## src/rtl/param_updown_counter.sv

```systemverilog
// param_updown_counter: fully synchronous up/down counter with a programmable
// range 0..MAX_VALUE, parallel load with clamping, wrap or saturate behaviour
// at the range ends, and a combinational terminal count for cascading stages.
module param_updown_counter #(
    parameter int unsigned     WIDTH     = 4,
    parameter longint unsigned MAX_VALUE = (64'd1 << WIDTH) - 64'd1,
    parameter bit              SATURATE  = 1'b0
) (
    input  logic             clk,
    input  logic             reset,
    input  logic             clear,
    input  logic             load,
    input  logic [WIDTH-1:0] load_val,
    input  logic             en,
    input  logic             up,
    output logic [WIDTH-1:0] q,
    output logic             tc,
    output logic             wrap,
    output logic             sat
);

    localparam logic [WIDTH-1:0] MAX_Q = WIDTH'(MAX_VALUE);
    localparam logic [WIDTH-1:0] ONE   = WIDTH'(1);

    logic [WIDTH-1:0] q_reg, q_next;
    logic             wrap_reg, wrap_next;
    logic             sat_reg, sat_next;
    logic [WIDTH-1:0] load_clamped;
    logic             at_max, at_zero;
    logic             load_at_limit;

    // A full-range counter can never be loaded above its top value, so the
    // clamp comparator only exists when the range is truncated.
    generate
        if (MAX_VALUE == ((64'd1 << WIDTH) - 64'd1)) begin : g_no_clamp
            assign load_clamped = load_val;
        end else begin : g_clamp
            assign load_clamped = (load_val > MAX_Q) ? MAX_Q : load_val;
        end
    endgenerate

    assign at_max  = (q_reg == MAX_Q);
    assign at_zero = (q_reg == '0);

    // A loaded value sitting at the limit of the current direction saturates
    // immediately when counting is also requested.
    assign load_at_limit = up ? (load_clamped == MAX_Q) : (load_clamped == '0);

    // Terminal count is combinational so a following stage can use it as its
    // enable in the same cycle; suppressed whenever a higher-priority control
    // will override counting on this edge.
    assign tc = en & ~reset & ~clear & ~load &
                ((up & at_max) | (~up & at_zero));

    // Next-state selection: clear > load > count > hold (reset handled in the register).
    always_comb begin
        q_next    = q_reg;
        wrap_next = 1'b0;
        sat_next  = 1'b0;
        if (clear) begin
            q_next = '0;
        end else if (load) begin
            q_next   = load_clamped;
            sat_next = SATURATE & en & load_at_limit;
        end else if (en) begin
            if (up) begin
                if (!at_max) begin
                    q_next = q_reg + ONE;
                end else if (SATURATE) begin
                    sat_next = 1'b1;
                end else begin
                    q_next    = '0;
                    wrap_next = 1'b1;
                end
            end else begin
                if (!at_zero) begin
                    q_next = q_reg - ONE;
                end else if (SATURATE) begin
                    sat_next = 1'b1;
                end else begin
                    q_next    = MAX_Q;
                    wrap_next = 1'b1;
                end
            end
        end
    end

    // State register with synchronous reset that wins over every other control.
    always_ff @(posedge clk) begin
        if (reset) begin
            q_reg    <= '0;
            wrap_reg <= 1'b0;
            sat_reg  <= 1'b0;
        end else begin
            q_reg    <= q_next;
            wrap_reg <= wrap_next;
            sat_reg  <= sat_next;
        end
    end

    assign q    = q_reg;
    assign wrap = wrap_reg;
    assign sat  = sat_reg;

endmodule

```

## config.mk

```make
export PLATFORM = sky130hd
export DESIGN_NAME = param_updown_counter
export DESIGN_NICKNAME = d
export VERILOG_FILES = /design/src/rtl/param_updown_counter.sv
export SDC_FILE = /design/constraint.sdc
export NUM_CORES = 1
export LEC_CHECK = 0
export CAP_MARGIN = 10
export CORE_AREA = 2 2 39 41
export DETAILED_ROUTE_END_ITERATION = 10
export DIE_AREA = 0 0 41 43
export PLACE_DENSITY_LB_ADDON = 0.3
export SLEW_MARGIN = 20
export SYNTH_ARGS = -nofsm -noshare
export SYNTH_HDL_FRONTEND = slang
export SYNTH_SLANG_ARGS = --single-unit
export TNS_END_PERCENT = 5
```

## constraint.sdc

```tcl
create_clock -name clk -period 1.3 [get_ports clk]
set_input_delay 0.26 -clock clk [delete_from_list [all_inputs] [get_ports clk]]
set_output_delay 0.26 -clock clk [all_outputs]
set_load 0.1 [all_outputs]
```

# Word level (Yosys, flattened, before mapping)
# Index checks and enable logic that the tools add are counted.
[word_totals]
out_inout_bits = 7
regBits = 5
inputBits = 10
wordCells = 29
[op_classes]
muxes = 8
reduce_logical = 4
bitwise = 12
addsub = 2
eq_ne = 1
[op_table]
columns = ["cell", "n"]
rows = [
  ["$mux W4", 5],
  ["$and A1 B1 Y1", 6],
  ["$not A1 Y1", 5],
  ["$add A4 B1 Y4 const B", 1],
  ["$eq A4 B4 Y1 const B", 1],
  ["$logic_not A4 Y1", 1],
  ["$reduce_or A4 Y1", 1],
  ["$sub A4 B1 Y4 const B", 1],
  ["$mux W1", 3],
  ["$reduce_bool A2 Y1", 1],
  ["$reduce_or A2 Y1", 1],
  ["$or A1 B1 Y1", 1],
]

# Depth between registers and ports, before layout
# Gate-level depths: netlist of run 1.
[logic_depth]
ltp_word = 5
ltp_mapped = 6
mapped_depth_nobuf = 6

# Worst setup path after synthesis of run 1
# OpenSTA, ideal clock, no wires.
[synth_timing]
kind = "register to output"
start = "reg q_reg[1] (netlist: q[1])"
end = "out tc"
required_time_ns = 1.040
setup_slack_ns = -2.037
n_path_buf = 0
stages_incl_launch_ff = 4
arrival_ns = 3.077
cell_sequence = "dfxtp_1 -> ha_1 -> nand4_1 -> a21oi_1"
[synth_between]
elab_chain_cells = 4
word_cells_on_any_way = 6
classes_between = "eq/ne (1); bitwise (4); reduce/logical (1)"
[synth_lines]
columns = ["item", "line_no", "text"]
rows = [
  ["from (decl)", "25", "logic [WIDTH-1:0] q_reg, q_next;"],
  ["from (signal assigned)", "95", "q_reg <= q_next;"],
  ["$eq A4 B4 Y1 / $logic_not A4 Y1 (equally long branches)", "42, 43", ""],
  ["$and A1 B1 Y1", "53", "((up & at_max) | (~up & at_zero));"],
  ["$or A1 B1 Y1 (*)", "53", ""],
  ["$and A1 B1 Y1 (*)", "52", "assign tc = en & ~reset & ~clear & ~load &"],
  ["to (decl)", "17", "output logic tc,"],
]
# Every way passes the cells marked *; elsewhere a longest branch is shown, timed or not.

# Worst setup path after layout of run 1
# Same ends and word-level chain as after synthesis.

==> metrics.txt, run 1 <==
outcome=finished, violations left; failing checks=negative setup slack; Hold Crit Class=primary input to register; HPWL Detailed=803.9 um; vias in the first global route=395; Clock Sinks=5; post-synthesis mux area share=5.414%; clock root buffer master=clkbuf_4; synth warn=0; WHS=0.6194 ns; GRT overflow=0; Antenna Nets Post-Route=0; Final Worst Setup Slack=-0.5462 ns; vias=467; hold path endpoint=wrap$_SDFF_PP0_; met2 Use GR=21.25%; grt met1 use=15.76%; # hold bufs at CTS=0; P&R area growth vs syn=96.18%; Worst R2R Setup Slack=-0.22 ns; initial antenna violation count=0; routed wire length=1048 um; clock skew=0.001438 ns; Yosys reg bits=5; hold path depth=4; max reg flops=4; critical path capture point type=output port; GRT Max-Usage Layer=met2; pwr/cell area=760.0 nW/um2; net count after synthesis=59; H-tree depth=1; fin crit share=142.0%; CTS Buf Count=3; Synth Area in XOR/XNOR=4.459%; critical path arrival=1.59 ns; site row count=14; RSZ-0062 raised after global routing=yes; Worst Setup Start Kind=register; Critical R2R Launch=q[1]$_SDFFE_PP0P_; CTS max path bufs=2; Initial Utilization=28.39%; critical path required time=1.04 ns; crit-path max FO=2; # diodes=0; largest net degree at the start of global routing=11; setup bufs post-CTS=0; TritonCTS clock tree=done; core area=1384 um2; shortest period the worst path allows=1.846 ns; cell accounting for the most synthesized area=dfxtp_1; Die W=41 um; WL/cell=11.52 um; setup violators final=5; max cap viols=0; Die Span Y=43 um; DR DRC count=0; PortBufs=15; Sum Neg Setup Slack=-1.075 ns; Distinct cells, synth=27; Area after DPL=725.7 um2; Synth Area in Compound Gates=23.89%; IO Pins=17; first-pass GRT wire length=1662 um; drt first pass iters=4; ranking of synthesized cells by area=dfxtp_1 (25%), ha_1 (6.4%), a21oi_1 (5.1%), o21ai_0 (5.1%), nand4b_1 (4.5%); Hold Startpoint=up; post-synth top area share=25.48%; syn_area_per_cell=8.359 um2; Adder-Cell Fraction of Synth Area=6.369%; Max Fclk=541.7 MHz; sequential area share after synthesis=25.48%; critical path class=register to output port; synthesized area=392.9 um2; clk slew on worst S/H paths=0.04 ns; Static Leakage=0.3074 nW; Die ar.=1763 um2; final slew viol count=0; share of cells above drive strength 1=44.00%; final net count=88; R2R cell count=7; Via density=5.132; final hold viol count=0; met3 usage=9.424%; fin area=770.7 um2; initial DRC count=6; Synth Instances=47; worst-skew pair later-pin latency=0.25 ns; Worst setup startpoint=q[1]$_SDFFE_PP0P_; placer congestion estimate=0.7576; RR Endpoint=q[0]$_SDFFE_PP0P_; total power=0.5858 mW; largest family of logic cells by synthesized area=simple AND/OR/NAND/NOR gates; gr usage total=14.76%; Synth Area in Simple Gates=24.52%; Peak VDD IR=0.0003906 V
cell type report:
| class | instances | area [um2] |
|---|---|---|
| sequential | 5 | 110.1 |
| inverter | 3 | 13.76 |
| timing repair buffer | 27 | 306.5 |
| fill | 132 | 613.1 |
| clock buffer | 4 | 26.28 |
| tap | 16 | 20.02 |
| multi-input combinational | 36 | 294.0 |
synth_stat cells, drive strengths merged:
| cell | instances |
|---|---|
| o311ai | 2 |
| nand3b | 1 |
| nand2 | 3 |
| conb | 1 |
| o211a | 1 |
| ha | 2 |
| nand4b | 2 |
| o311a | 1 |
| nand2b | 2 |
| inv | 3 |
| dfxtp | 5 |
| nand4 | 1 |
| nor3 | 2 |
| or4 | 1 |
| buf | 3 |
| o21ai | 4 |
| xnor2 | 2 |
| mux2 | 1 |
| a21boi | 1 |
| o211ai | 1 |
| or4b | 1 |
| mux2i | 1 |
| a21oi | 4 |
| nor2 | 1 |
| and2 | 1 |
stage by stage:
stage          setup WS [ns]  instances  util [%]
4_1_cts              -0.5669         91     54.97
3_5_place_dp         -0.5460         87     52.44
6_report             -0.5462         91     55.70
3_3_place_gp         -0.5455         87     52.44
2_1_floorplan        -0.7061         47         -
5_1_grt              -0.5939         91     55.70
logic make-up (layout without fill, tap and decap cells):
logic type,count (synthesis),in the layout
DFF,5,5
AOI/OAI and AO/OA,14,14
other,1,1
adders and majority gates,2,2
xor gates and xnor gates,2,2
and+or+nand+nor,15,15
buffers and inverters,6,34
muxes,2,2
power by group:
| part | internal, mW | switching [mW] | total, mW |
|---|---|---|---|
| Combinational | 0.109 | 0.129 | 0.237 |
| Sequential | 0.159 | 0.00501 | 0.164 |
| Clock | 0.116 | 0.0680 | 0.184 |
placed cells by master, fill, tap and decap left out, drive strengths merged:
master         count
buf               18
clkdlybuf4s50      8
dfxtp              5
o21ai              4
a21oi              4
clkbuf             4
nand2              3
inv                3
xnor2              2
nand4b             2
o311ai             2
nor3               2
nand2b             2
ha                 2
or4b               1
nand4              1
nor2               1
nand3b             1
mux2i              1
and2               1
or4                1
o211ai             1
o311a              1
a21boi             1
mux2               1
o211a              1
conb               1
dlygate4sd2        1
worst max-delay path by stage:
stage                     to  slack [ns]
after floorplan           tc       -0.71
after global placement    tc       -0.55
after detailed placement  tc       -0.55
after CTS                 tc       -0.57
after global routing      tc       -0.59
final                     tc       -0.55
timing repair:
| item | in CTS | in global routing |
|---|---|---|
| resized for setup | 4 | 1 |
| endpoints found under the setup margin | 5 | 5 |
| pin swaps | 1 | 1 |
routing by layer:
metal | up-vias | wire, um
met2 | 15 | 556
met5 | - | 0
met3 | 2 | 68
met4 | 0 | 14
met1 | 218 | 407
li1 | 232 | -
critical path, stage by stage (launching register included):
cell and delay, ns:
dfxtp_4 0.33, inv_2 0.06, ha_4 0.12, or4b_4 0.48, a21oi_4 0.16, buf_12 0.19
(Power assumes the default switching activity.)
==> inputs of run 2 (changes only) <==
CAP_MARGIN = 0   (was 10)
==> results of run 2 <==
Same layout as run 1: the final DEF is identical, and so are final timing and power.
==> inputs of run 3 (changes only) <==
RECOVER_POWER = 50   (was default)
==> metrics.txt, run 3 (synthesis results as in run 1) <==
share of cells above drive strength 1=44.00% (unchanged); max cap viols=0 (unchanged); vias in the first global route=395 (unchanged); first-pass GRT wire length=1662 um (unchanged); max reg flops=4 (unchanged); Static Leakage=0.2995 nW (-2.6%); critical path class=register to output port; pwr/cell area=779.2 nW/um2 (+2.5%); Worst Setup Start Kind=register; Max Fclk=541.7 MHz (unchanged); Sum Neg Setup Slack=-1.075 ns (unchanged); Clock power frac=31.9% (+0.4 points); shortest period the worst path allows=1.846 ns (unchanged); total power=0.5772 mW (-1.5%); Switching Power=0.2002 mW (-0.66%); TritonCTS clock tree=done; RR Endpoint=q[0]$_SDFFE_PP0P_; Antenna Nets Post-Route=0 (unchanged); Initial Utilization=28.39% (unchanged); R2R cell count=7 (unchanged); WL/cell=11.57 um (+0.48%); fin crit share=142.0% (unchanged); Peak VDD IR=0.0003889 V (-0.43%); final slew viol count=0 (unchanged); Hold Startpoint=up; Hold Crit Class=primary input to register; sequential power share=28.4% (+0.3 points); worst slack, placed=-0.5460 ns (unchanged); DR DRC count=0 (unchanged); most common cell after layout, fill and taps aside=buf_4; Clock Sinks=5 (unchanged); Critical R2R Launch=q[1]$_SDFFE_PP0P_; P&R area growth vs syn=88.53%; Via density=5.132 (unchanged); setup violators final=5 (unchanged); critical path required time=1.04 ns (about the same); placer congestion estimate=0.7576 (unchanged); largest net degree at the start of global routing=11 (unchanged); setup bufs post-CTS=0 (unchanged); H-tree depth=1 (unchanged); final hold viol count=0 (unchanged); GRT overflow=0 (unchanged); critical path arrival=1.59 ns (about the same); Die ar.=1763 um2 (unchanged); clock root buffer master=clkbuf_4; clk slew on worst S/H paths=0.04 ns (about the same); commonest cells after routing, fill and taps aside=buf_4 (10), clkdlybuf4s50_1 (8), o21ai_0 (4), clkbuf_4 (4), buf_6 (4); fin area=740.7 um2 (-3.9%); gr usage total=14.76% (unchanged); Int Pwr=0.3770 mW (-1.9%); core area=1384 um2 (unchanged); register area=110.1 um2 (unchanged); CTS Buf Count=3 (unchanged); fillcell total=137 (+3.8%); HPWL Detailed=803.9 um (unchanged); PortBufs=15 (unchanged); final net count=88 (unchanged); clock skew=0.001438 ns (unchanged); initial antenna violation count=0 (unchanged); Worst R2R Setup Slack=-0.22 ns (about the same); Final Worst Setup Slack=-0.5462 ns (unchanged); critical path capture point type=output port; Comb pwr share=39.6% (-0.9 points); Worst setup startpoint=q[1]$_SDFFE_PP0P_; RSZ-0062 raised after global routing=yes; Die W=41 um (unchanged); CTS max path bufs=2 (unchanged); outcome=finished, violations left; multi-input logic area=294.0 um2 (unchanged); hold path depth=4 (unchanged); # diodes=0 (unchanged); failing checks=negative setup slack; crit-path max FO=2 (unchanged); vias=467 (unchanged); drt first pass iters=4 (unchanged); initial DRC count=6 (unchanged); worst-skew pair later-pin latency=0.25 ns (about the same); Area after DPL=725.7 um2 (unchanged); sw frac=34.68% (+0.28 points); hold path endpoint=wrap$_SDFF_PP0_; routed wire length=1053 um (+0.48%); IO Pins=17 (unchanged); site row count=14 (unchanged); Die Span Y=43 um (unchanged)
-- run 3: cell count changes in the layout (fill, tap and decap cells not counted), sizes merged --
cell    change
buf         -1
clkbuf      +1
-- run 3: critical path, cell delays in order (launching register included) --
cell	delay [ns]
dfxtp_4	0.33
inv_2	0.06
ha_4	0.12
or4b_4	0.48
a21oi_4	0.16
buf_12	0.19
-- run 3: area by class of cell --
cell class | instances | share of cell area [%]
Clock buffer | 4 | 3.547
Inverter | 3 | 1.858
Multi-Input combinational cell | 36 | 39.70
Sequential cell | 5 | 14.86
Tap cell | 16 | 2.703
Timing Repair Buffer | 27 | 37.33
-- run 3: timing repair --
action / CTS / global route
hold buffers: 0 / 0
pin swaps: 1 / 1
hold endpoints to repair: 0 / 0
resized for setup: 4 / 1
endpoints found under the setup margin: 5 / 5
-- run 3: worst max path at each step --
stage	end	slack [ns]
global route	tc	-0.59
CTS	tc	-0.57
floorplan	tc	-0.71
finish	tc	-0.55
detailed placement	tc	-0.55
global placement	tc	-0.55
-- run 3: power by group through the flow --
stage	Combinational (mW)	Sequential (mW)	Clock [mW]
2_1_floorplan	0.0847	0.222	0
3_3_place_gp	0.231	0.167	0
3_5_place_dp	0.234	0.167	0
4_1_cts	0.236	0.164	0.195
5_1_grt	0.242	0.165	0.207
6_report	0.229	0.164	0.184
-- run 3: routing by layer --
layer | GRT usage, % | share of wire [%] | wire (um) | vias to the layer above
li1 | - | - | - | 232
met1 | 15.76 | 39 | 411 | 218
met2 | 21.25 | 53 | 555 | 15
met3 | 9.424 | 6.7 | 71 | 2
met4 | 8.000 | 1.3 | 14 | 0
met5 | 0 | 0 | 0 | -
-- run 3: metrics by stage --
step	instances	util, %	hold slack (ns)
global route	91	53.53	0.6432
global placement	87	52.44	0.6649
CTS	91	54.97	0.6178
finish	91	53.53	0.6194
detailed placement	87	52.44	0.6819
floorplan	47	-	0.4130
